===== src/rtl/bucket_sort_pkg.sv =====
// bucket_sort_pkg
//   Shared definitions for the bucket-sort accelerator: the controller state
//   encoding, the bucket index width and the key-to-bucket mapping.
//   BUCKET_W follows DEF_NUM_BUCKETS. A design that wants a different bucket
//   count changes DEF_NUM_BUCKETS here so that the index width tracks it.
package bucket_sort_pkg;

    localparam int DEF_DATA_W      = 32;
    localparam int DEF_NUM_BUCKETS = 10;
    localparam int DEF_KEY_SHIFT   = 4;
    localparam int BUCKET_W        = $clog2(DEF_NUM_BUCKETS);

    typedef enum logic [2:0] {
        ST_IDLE,
        ST_CLEAR,
        ST_HIST_RD,
        ST_HIST_ACC,
        ST_COUNT_WR,
        ST_SCAT_RD,
        ST_SCAT_WR,
        ST_DONE
    } state_t;

    // Keys are unsigned. A key selects bucket key >> keyShift, and any key
    // beyond the last bucket is folded into the last bucket.
    function automatic logic [BUCKET_W-1:0] bucket_of(
        input logic [DEF_DATA_W-1:0] key,
        input int                    keyShift,
        input int                    numBuckets
    );
        logic [DEF_DATA_W-1:0] shifted;
        shifted = key >> keyShift;
        if (shifted >= DEF_DATA_W'(numBuckets))
            return BUCKET_W'(numBuckets - 1);
        else
            return shifted[BUCKET_W-1:0];
    endfunction

endpackage


===== src/rtl/bucket_sort_engine_table.sv =====
// bucket_table
//   Per-bucket register files for the sort engine. counts[] holds the
//   histogram and offs[] holds the next destination slot of each bucket.
//   Ports:
//     clk, reset   clock and synchronous active-high reset
//     i_clr        zero counts[i_idx] and restart the running prefix sum
//     i_inc        counts[i_idx]++
//     i_pfx        offs[i_idx] = running sum, then running sum += counts[i_idx]
//     i_offInc     offs[i_idx]++
//     i_idx        bucket addressed by every operation and by both outputs
//     o_count      counts[i_idx]
//     o_offs       offs[i_idx]
module bucket_table
    import bucket_sort_pkg::*;
#(
    parameter int NUM_BUCKETS = DEF_NUM_BUCKETS,
    parameter int CNT_W       = 9
)(
    input  logic                clk,
    input  logic                reset,
    input  logic                i_clr,
    input  logic                i_inc,
    input  logic                i_pfx,
    input  logic                i_offInc,
    input  logic [BUCKET_W-1:0] i_idx,
    output logic [CNT_W-1:0]    o_count,
    output logic [CNT_W-1:0]    o_offs
);

    logic [CNT_W-1:0] r_counts [NUM_BUCKETS];
    logic [CNT_W-1:0] r_offs   [NUM_BUCKETS];
    logic [CNT_W-1:0] r_runSum;

    // The controller only requests one operation per cycle, so the branches
    // below never compete for the same entry. The running sum is restarted
    // during the clear sweep. That way the prefix sweep that follows the
    // histogram always starts from zero.
    always_ff @(posedge clk) begin
        if (reset) begin
            for (int b = 0; b < NUM_BUCKETS; b++) begin
                r_counts[b] <= '0;
                r_offs[b]   <= '0;
            end
            r_runSum <= '0;
        end else begin
            if (i_clr) begin
                r_counts[i_idx] <= '0;
                r_runSum        <= '0;
            end
            if (i_inc)
                r_counts[i_idx] <= r_counts[i_idx] + CNT_W'(1);
            if (i_pfx) begin
                r_offs[i_idx] <= r_runSum;
                r_runSum      <= r_runSum + r_counts[i_idx];
            end
            if (i_offInc)
                r_offs[i_idx] <= r_offs[i_idx] + CNT_W'(1);
        end
    end

    assign o_count = r_counts[i_idx];
    assign o_offs  = r_offs[i_idx];

endmodule


===== src/rtl/bucket_sort_engine.sv =====
// bucket_sort_engine
//   Counting/bucket-sort accelerator that masters the data memory. The sort
//   runs in four phases:
//     1. clear the histogram;
//     2. histogram the source keys;
//     3. write out the counts while building the exclusive prefix offsets;
//     4. scatter each element, stably, into the destination array.
//   Ports:
//     clk, reset                  clock, synchronous active-high reset
//     start                       one-cycle request, honoured only when idle
//     src_base/dst_base/cnt_base  word addresses of source, result, counts
//     len                         element count (must not exceed N_MAX)
//     busy                        an accepted sort is in progress
//     done                        one-cycle completion pulse
//     err                         sticky length error, cleared by a good start
//     mem_en/mem_we/mem_addr/mem_wdata/mem_rdata
//                                 single-port memory master; read data
//                                 arrives one cycle after the request
module bucket_sort_engine
    import bucket_sort_pkg::*;
#(
    parameter int DATA_W      = 32,
    parameter int ADDR_W      = 10,
    parameter int NUM_BUCKETS = DEF_NUM_BUCKETS,
    parameter int KEY_SHIFT   = DEF_KEY_SHIFT,
    parameter int N_MAX       = 256,
    parameter int CNT_W       = 9
)(
    input  logic              clk,
    input  logic              reset,
    input  logic              start,
    input  logic [ADDR_W-1:0] src_base,
    input  logic [ADDR_W-1:0] dst_base,
    input  logic [ADDR_W-1:0] cnt_base,
    input  logic [CNT_W-1:0]  len,
    output logic              busy,
    output logic              done,
    output logic              err,
    output logic              mem_en,
    output logic              mem_we,
    output logic [ADDR_W-1:0] mem_addr,
    output logic [DATA_W-1:0] mem_wdata,
    input  logic [DATA_W-1:0] mem_rdata
);

    state_t              r_state;
    state_t              w_nextState;
    logic [ADDR_W-1:0]   r_srcBase;
    logic [ADDR_W-1:0]   r_dstBase;
    logic [ADDR_W-1:0]   r_cntBase;
    logic [CNT_W-1:0]    r_len;
    logic [CNT_W-1:0]    r_idx;
    logic [BUCKET_W-1:0] r_bkt;
    logic                r_scatLatch;
    logic [DATA_W-1:0]   r_elem;
    logic [BUCKET_W-1:0] r_elemBkt;
    logic                r_done;
    logic                r_err;

    logic                w_tblClr;
    logic                w_tblInc;
    logic                w_tblPfx;
    logic                w_tblOffInc;
    logic [BUCKET_W-1:0] w_tblIdx;
    logic [CNT_W-1:0]    w_count;
    logic [CNT_W-1:0]    w_offs;
    logic [BUCKET_W-1:0] w_rdBkt;
    logic                w_lastBkt;
    logic                w_lastElem;
    logic                w_lenBad;
    logic                w_memEn;
    logic                w_memWe;
    logic [ADDR_W-1:0]   w_memAddr;
    logic [DATA_W-1:0]   w_memWdata;

    bucket_table #(
        .NUM_BUCKETS (NUM_BUCKETS),
        .CNT_W       (CNT_W)
    ) u_table (
        .clk      (clk),
        .reset    (reset),
        .i_clr    (w_tblClr),
        .i_inc    (w_tblInc),
        .i_pfx    (w_tblPfx),
        .i_offInc (w_tblOffInc),
        .i_idx    (w_tblIdx),
        .o_count  (w_count),
        .o_offs   (w_offs)
    );

    assign w_rdBkt    = bucket_of(DEF_DATA_W'(mem_rdata), KEY_SHIFT, NUM_BUCKETS);
    assign w_lastBkt  = (r_bkt == BUCKET_W'(NUM_BUCKETS - 1));
    assign w_lastElem = ((r_idx + CNT_W'(1)) >= r_len);
    assign w_lenBad   = (len > CNT_W'(N_MAX));

    // Next-state and per-state control. The memory request and the table
    // operation are decoded from the current state, so a read issued in
    // HIST_RD or the first SCAT_RD cycle has its data on mem_rdata in the
    // following cycle. SCAT_RD lasts two cycles. The first cycle issues the
    // read. The second, with r_scatLatch set, only captures the returned
    // element.
    always_comb begin
        w_nextState = r_state;
        w_tblClr    = 1'b0;
        w_tblInc    = 1'b0;
        w_tblPfx    = 1'b0;
        w_tblOffInc = 1'b0;
        w_tblIdx    = r_bkt;
        w_memEn     = 1'b0;
        w_memWe     = 1'b0;
        w_memAddr   = '0;
        w_memWdata  = '0;
        case (r_state)
            ST_IDLE: begin
                if (start)
                    w_nextState = w_lenBad ? ST_DONE : ST_CLEAR;
            end
            ST_CLEAR: begin
                w_tblClr = 1'b1;
                if (w_lastBkt)
                    w_nextState = (r_len == '0) ? ST_COUNT_WR : ST_HIST_RD;
            end
            ST_HIST_RD: begin
                w_memEn     = 1'b1;
                w_memAddr   = r_srcBase + ADDR_W'(r_idx);
                w_nextState = ST_HIST_ACC;
            end
            ST_HIST_ACC: begin
                w_tblInc    = 1'b1;
                w_tblIdx    = w_rdBkt;
                w_nextState = w_lastElem ? ST_COUNT_WR : ST_HIST_RD;
            end
            ST_COUNT_WR: begin
                w_memEn    = 1'b1;
                w_memWe    = 1'b1;
                w_memAddr  = r_cntBase + ADDR_W'(r_bkt);
                w_memWdata = DATA_W'(w_count);
                w_tblPfx   = 1'b1;
                if (w_lastBkt)
                    w_nextState = (r_len == '0) ? ST_DONE : ST_SCAT_RD;
            end
            ST_SCAT_RD: begin
                if (!r_scatLatch) begin
                    w_memEn   = 1'b1;
                    w_memAddr = r_srcBase + ADDR_W'(r_idx);
                end else begin
                    w_nextState = ST_SCAT_WR;
                end
            end
            ST_SCAT_WR: begin
                w_memEn     = 1'b1;
                w_memWe     = 1'b1;
                w_tblIdx    = r_elemBkt;
                w_memAddr   = r_dstBase + ADDR_W'(w_offs);
                w_memWdata  = r_elem;
                w_tblOffInc = 1'b1;
                w_nextState = w_lastElem ? ST_DONE : ST_SCAT_RD;
            end
            ST_DONE: begin
                w_nextState = ST_IDLE;
            end
            default: begin
                w_nextState = ST_IDLE;
            end
        endcase
    end

    // State register plus the datapath registers. The completion pulse is
    // registered from the DONE state, so it appears one cycle after DONE.
    // A rejected start sets err and passes through DONE without touching
    // the latched operands.
    always_ff @(posedge clk) begin
        if (reset) begin
            r_state     <= ST_IDLE;
            r_srcBase   <= '0;
            r_dstBase   <= '0;
            r_cntBase   <= '0;
            r_len       <= '0;
            r_idx       <= '0;
            r_bkt       <= '0;
            r_scatLatch <= 1'b0;
            r_elem      <= '0;
            r_elemBkt   <= '0;
            r_done      <= 1'b0;
            r_err       <= 1'b0;
        end else begin
            r_state <= w_nextState;
            r_done  <= (r_state == ST_DONE);
            case (r_state)
                ST_IDLE: begin
                    if (start) begin
                        if (w_lenBad) begin
                            r_err <= 1'b1;
                        end else begin
                            r_err       <= 1'b0;
                            r_srcBase   <= src_base;
                            r_dstBase   <= dst_base;
                            r_cntBase   <= cnt_base;
                            r_len       <= len;
                            r_idx       <= '0;
                            r_bkt       <= '0;
                            r_scatLatch <= 1'b0;
                        end
                    end
                end
                ST_CLEAR: begin
                    r_bkt <= w_lastBkt ? '0 : r_bkt + BUCKET_W'(1);
                end
                ST_HIST_ACC: begin
                    r_idx <= r_idx + CNT_W'(1);
                end
                ST_COUNT_WR: begin
                    if (w_lastBkt) begin
                        r_bkt <= '0;
                        r_idx <= '0;
                    end else begin
                        r_bkt <= r_bkt + BUCKET_W'(1);
                    end
                end
                ST_SCAT_RD: begin
                    if (r_scatLatch) begin
                        r_elem      <= mem_rdata;
                        r_elemBkt   <= w_rdBkt;
                        r_scatLatch <= 1'b0;
                    end else begin
                        r_scatLatch <= 1'b1;
                    end
                end
                ST_SCAT_WR: begin
                    r_idx <= r_idx + CNT_W'(1);
                end
                default: begin
                end
            endcase
        end
    end

    assign busy      = (r_state != ST_IDLE) && (r_state != ST_DONE);
    assign done      = r_done;
    assign err       = r_err;
    assign mem_en    = w_memEn;
    assign mem_we    = w_memWe;
    assign mem_addr  = w_memAddr;
    assign mem_wdata = w_memWdata;

endmodule


===== config.mk =====
export PLATFORM = sky130hd
export DESIGN_NAME = bucket_sort_engine
export DESIGN_NICKNAME = d
export VERILOG_FILES = /design/src/rtl/bucket_sort_pkg.sv /design/src/rtl/bucket_sort_engine_table.sv /design/src/rtl/bucket_sort_engine.sv
export SDC_FILE = /design/constraint.sdc
export NUM_CORES = 1
export LEC_CHECK = 0
export ABC_AREA = 1
export CAP_MARGIN = 15
export CORE_UTILIZATION = 50
export CTS_CLUSTER_SIZE = 14
export DETAILED_ROUTE_END_ITERATION = 8
export HOLD_SLACK_MARGIN = 0.06
export MAX_ROUTING_LAYER = met4
export PLACE_DENSITY = 0.69
export SKIP_LAST_GASP = 1
export SYNTH_ARGS = -nofsm -noshare
export SYNTH_HDL_FRONTEND = slang
export SYNTH_SLANG_ARGS = --single-unit

===== constraint.sdc =====
create_clock -name clk -period 14.4 [get_ports clk]
set_input_delay 2.88 -clock clk [delete_from_list [all_inputs] [get_ports clk]]
set_output_delay 2.88 -clock clk [all_outputs]
set_load 0.005 [all_outputs]

==> results.cfg, run 1 <==
[run_status]
status = finished, final reports clean

[sta]
finalSetupTns_ps = 0
slew_headroom = 0.202
rsz0062_at_grt = false
finalHoldViolations = 0
finClkSkew_ps = 17.1
period_minus_slack_ps = 11530
period_share = 0.801
worst-slew-pin-transition_ps = 1190
setup_viol = 0
slew_viol_final = 0
fmax_mhz = 86.7

[floorplan]
initial_core_util = 0.509
coreArea_mm2 = 0.0377
die_w_um = 198
rows = 71
die_y_um = 198
dieArea_mm2 = 0.0391
io_pins = 121

[layout]
layout-drive-gt1-share = 0.0589
final_cell_area_mm2 = 0.0220
stdcell_count = 2820
final_common_cell = nand2_1
synthToLayoutAreaGrowth_pct = 14.7
n_antenna_cell = 0
finalNetCount = 2400
final_cell_mix = 388 x nand2_1, 382 x nor2_1, 329 x nand3_1

[min_path]
hold_end = r_elem[9]
hold_class = reg -> reg
worstHoldStart = r_elem[9]
holdPathStages = 2

[placed_design]
port-buffer-count = 120
place.gp.congestion = 0.911
dpl.cell_count = 2746
hpwl_mm = 33.5
dpl-instance-area_mm2 = 0.0207

[global_route]
grt_pass1_vias = 15100
grt_max_degree = 97
antenna_found_initial = 0
track_usage = 0.271
grt_pass1_wl_mm = 80.1
grt_overflow = 0

[detailed_routing]
drc = 0
wl_per_cell_um = 18.1
drt_iter0_drc = 1383
vias = 15700
avgViaCountPerCell = 5.58
wl_mm = 51.0
dr.pass1.iters = 7
ant_nets = 0

[job]
drv_cap = 0

[worst_setup_path]
cp.arrival_ps = 8650
rr_startpoint = r_state[0]
path_class = in -> out
path_max_fanout = 48
crit_required_ps = 11520
critPathLaunchType = primary input
crit_slowest_cell = clkdlybuf4s50_1
crit_top_cell = nor2_1
slowest_delay_ps = 540
r2r_setup_slack_ps = 7760
cp-end-kind = primary output
ff2ff_path_depth = 29
r2r-end = u_table.r_runSum[8]

[power_and_ir_drop]
internal_power_uw = 2280
power.switching_uw = 1400
seq_power_share = 0.364
pwr_density_cell_mw_per_mm2 = 167
pwr-share-comb = 0.352
ir_worst_vdd_mv = 0.103
swShare = 0.381
leakagePower_uw = 0.00850
clkPwrFrac = 0.284

[synth]
syn_area_per_cell_um2 = 8.72
syn_area_mm2 = 0.0192
ys_types = 46
ys_seq_elements = 391
ys_seq_area_frac = 0.559
synthCells = 2199
syn_nets = 2321
synth_warnings = 0

[clock_network]
h-tree-depth = 2
post_cts_buffers = 0
cts_tree = yes
ctsResizeCount = 0
clk_latency_ps = 560
cts_root_buf = clkbuf_16
clkSinkCount = 391
clk_pin_slew_ps = 60
cts_buffers = 41
clockBufferDepth = 3
cts_hold_buf = 0
critical path, delay by kind of cell:
family                     cells  cell delay, ps
buffers and inverters          9            2170
adders and majority gates      2             420
and+or+nand+nor               18            2300
AOI/OAI and AO/OA              4             820
Yosys cell counts, drive strengths merged:
cell	number	share of area
buf	62	0.018
clkinv	3	0.00059
inv	222	0.043
dfxtp	103	0.11
nor2	390	0.078
o211ai	12	0.0047
a21boi	1	0.00059
o2111ai	1	0.00046
clkbuf	39	0.0076
o311ai	4	0.0018
o221ai	2	0.00091
o22ai	10	0.0033
or4	2	0.00078
and2	4	0.0013
xnor2	2	0.00091
nand4	6	0.0020
or2	7	0.0023
o21ai	111	0.029
nand3b	4	0.0022
ha	44	0.029
a221oi	2	0.00091
xor2	11	0.0050
nor3	15	0.0039
o31ai	3	0.0012
a21oi	100	0.026
nand2	407	0.082
a211oi	3	0.0012
a22oi	3	0.0012
nand3	331	0.087
o21bai	3	0.0012
edfxtp	288	0.45
fa	4	0.0042
state kept, by name, indices dropped and copies added (netlist names):
signal,cells
r_elem,32
r_len,9
u_table.r_counts,144
r_elemBkt,4
u_table.r_offs,144
r_state,3
err,1
r_idx,9
r_bkt,4
done,1
r_dstBase,10
r_scatLatch,1
r_srcBase,10
r_cntBase,10
u_table.r_runSum,9
logic make-up after synthesis:
family | count (synthesis) | share of synthesized area
xor gates and xnor gates | 13 | 0.00594
buffers and inverters | 326 | 0.0700
adders and majority gates | 48 | 0.0329
AOI/OAI and AO/OA | 255 | 0.0727
DFF | 391 | 0.559
and+or+nand+nor | 1166 | 0.260
worst max path at each step:
| stage | slack (ps) | cells after the start | startpoint | endpoint |
|---|---|---|---|---|
| 3_5_place_dp | 2930 | 33 | mem_rdata[26] | mem_addr[8] |
| 2_1_floorplan | 5530 | 34 | mem_rdata[20] | mem_addr[9] |
| 5_1_grt | 2320 | 33 | mem_rdata[29] | mem_addr[8] |
| 6_report | 2870 | 33 | mem_rdata[26] | mem_addr[8] |
| 4_1_cts | 2910 | 33 | mem_rdata[26] | mem_addr[8] |
| 3_3_place_gp | 3190 | 31 | mem_rdata[16] | mem_addr[8] |
power by group through the flow:
stage	clock, uW	combinational, uW	sequential (uW)
after global routing	1100	1450	1350
final	1050	1300	1340
after floorplan	0	948	1340
after detailed placement	0	1270	1360
after CTS	1060	1280	1340
after global placement	0	1250	1360
metrics by stage:
step | worst slack (ps) | total power [uW] | util | hold WS [ps]
after global routing | 2320 | 3890 | 0.584 | 469
after CTS | 2910 | 3680 | 0.584 | 457
after floorplan | 5530 | 2290 | - | 430
final | 2870 | 3680 | 0.584 | 452
after global placement | 3190 | 2610 | 0.549 | 443
after detailed placement | 2930 | 2640 | 0.549 | 447
final cells by class:
cell class | count | area (um^2)
clock buffer | 49 | 1090
clock inverter | 25 | 236
fill | 3304 | 15700
inverter | 225 | 845
multi-input combinational | 1482 | 7140
sequential | 391 | 10700
tap | 511 | 639
timing repair buffer | 137 | 1330
layer usage:
layer / GRT usage / vias up / wire [um]
met1: 0.346 / 7418 / 21000
met2: 0.439 / 690 / 24400
met4: 0.0899 / 0 / 1400
met3: 0.0465 / 109 / 4170
met5: - / - / 0
li1: - / 7507 / -
Note: power is estimated with default switching activity, not from simulation.
==> run 2, diff against run 1 <==
--- a/config.mk
+++ b/config.mk
@@ -12,7 +12,7 @@
 export DETAILED_ROUTE_END_ITERATION = 8
 export HOLD_SLACK_MARGIN = 0.06
 export MAX_ROUTING_LAYER = met4
-export PLACE_DENSITY = 0.69
+export PLACE_DENSITY = 0.72
 export SKIP_LAST_GASP = 1
 export SYNTH_ARGS = -nofsm -noshare
 export SYNTH_HDL_FRONTEND = slang
==> constraint.sdc (replaced) <==
create_clock -name clk -period 10.01 [get_ports clk]
set_input_delay 2.002 -clock clk [delete_from_list [all_inputs] [get_ports clk]]
set_output_delay 2.002 -clock clk [all_outputs]
set_load 0.005 [all_outputs]
==> run 2 against run 1 <==
Net effect:
- clock power grew 41%
- core utilization is essentially flat
- largest power group unchanged
- largest cell class unchanged
- critical path depth shrank 1
- total power grew 44%
- critical path type unchanged
- sequential cell count is the same
- sequential power grew 44%
==> results.cfg, run 2 (synthesis results as in run 1) <==
[clock_network]
ctsResizeCount = 0
h-tree-depth = 2
clkSinkCount = 391
clk_latency_ps = 560
cts_hold_buf = 0
clk_pin_slew_ps = 60
clockBufferDepth = 3
cts_tree = yes
post_cts_buffers = 0
cts_buffers = 40
cts_root_buf = clkbuf_16

[sta]
slew_headroom = 0.193
finalSetupTns_ps = 0
setup_viol = 0
fmax_mhz = 109
finalWorstSetupSlack_ps = 800
finClkSkew_ps = 24.6
period_share = 0.920
hold_slack_ps = 457
finalHoldViolations = 0
worst-slew-pin-transition_ps = 1210
slew_viol_final = 0
rsz0062_at_grt = false
period_minus_slack_ps = 9210

[placed_design]
hpwl_mm = 33.4
port-buffer-count = 120
place.gp.congestion = 0.907
dpl_worst_slack_ps = 902

[floorplan]
io_pins = 121
die_w_um = 198
initial_core_util = 0.509
dieArea_mm2 = 0.0391
coreArea_mm2 = 0.0377
die_y_um = 198
rows = 71

[layout]
final_core_util = 0.584
final-seq-area_mm2 = 0.0107
synthToLayoutAreaGrowth_pct = 14.7
final_cell_mix = 388 x nand2_1, 382 x nor2_1, 329 x nand3_1
multi_input_comb_area_mm2 = 0.00714
final_common_cell = nand2_1
finalNetCount = 2405
reg.largest.list = u_table.r_counts: 144 flops, u_table.r_offs: 144 flops, r_elem: 32 flops
n_antenna_cell = 0
layout-drive-gt1-share = 0.0579
fillerInstances = 3294

[global_route]
grt_overflow = 0
grt_max_degree = 97
track_usage = 0.270
grt_pass1_wl_mm = 79.5
antenna_found_initial = 0
grt_pass1_vias = 14800

[job]
drv_cap = 0

[worst_setup_path]
path_class = in -> out
path_max_fanout = 56
cp.arrival_ps = 7210
critPathLaunchType = primary input
cp-end-kind = primary output
slowest_delay_ps = 550
crit_slowest_cell = clkdlybuf4s50_1
crit_top_cell = nor2_1
crit_required_ps = 8010

[power_and_ir_drop]
pwr_density_cell_mw_per_mm2 = 241
ir_worst_vdd_mv = 0.163
leakagePower_uw = 0.00850

[detailed_routing]
wl_per_cell_um = 18.1
drc = 0
drt_iter0_drc = 1589
avgViaCountPerCell = 5.60
ant_nets = 0
wl_mm = 51.0
vias = 15800
dr.pass1.iters = 5

[run_status]
status = finished, final reports clean

[min_path]
hold_class = reg -> reg
run 2: power breakdown:
group / internal (uW) / switching [uW]
clock: 840 / 641
combinational: 568 / 1330
sequential: 1860 / 66.7
total: 3270 / 2040
run 2: path summary, 6_finish.rpt:
check / start / to / slack (ps) / cells past startpoint
max: mem_rdata[15] / mem_addr[8] / 800 / 32
min: r_elem[21] / r_elem[21] / 460 / 2
max reg2reg: r_state[0] / u_table.r_runSum[8] / 3930 / 28
min reg2reg: r_elem[21] / r_elem[21] / 460 / 2
run 2: cell type report:
cell class                 instances  area share
multi-input combinational       1482       0.325
clock inverter                    23     0.00968
tap                              511      0.0291
timing repair buffer             143      0.0625
inverter                         225      0.0384
clock buffer                      49      0.0485
sequential                       391       0.487
run 2: metrics by stage:
stage | cells | power [uW] | instance area [um^2]
floorplan | 2199 | 3300 | 19200
global placement | 2752 | 3790 | 20700
detailed placement | 2752 | 3830 | 20700
CTS | 2824 | 5290 | 22000
global route | 2824 | 5590 | 22000
finish | 2824 | 5310 | 22000
run 2: routing by layer:
layer,vias to the layer above,wire length (um),global-route usage
met1,7465,21300,0.354
met5,-,0,-
li1,7514,-,-
met3,118,3940,0.0385
met4,0,1380,0.0835
met2,716,24400,0.434
run 2: worst max-delay path, delay by kind of cell:
family	cells	cell delay, ps
compound gates	4	760
buf+inv	8	1760
simple gates	19	2480
fa+ha+maj	1	150
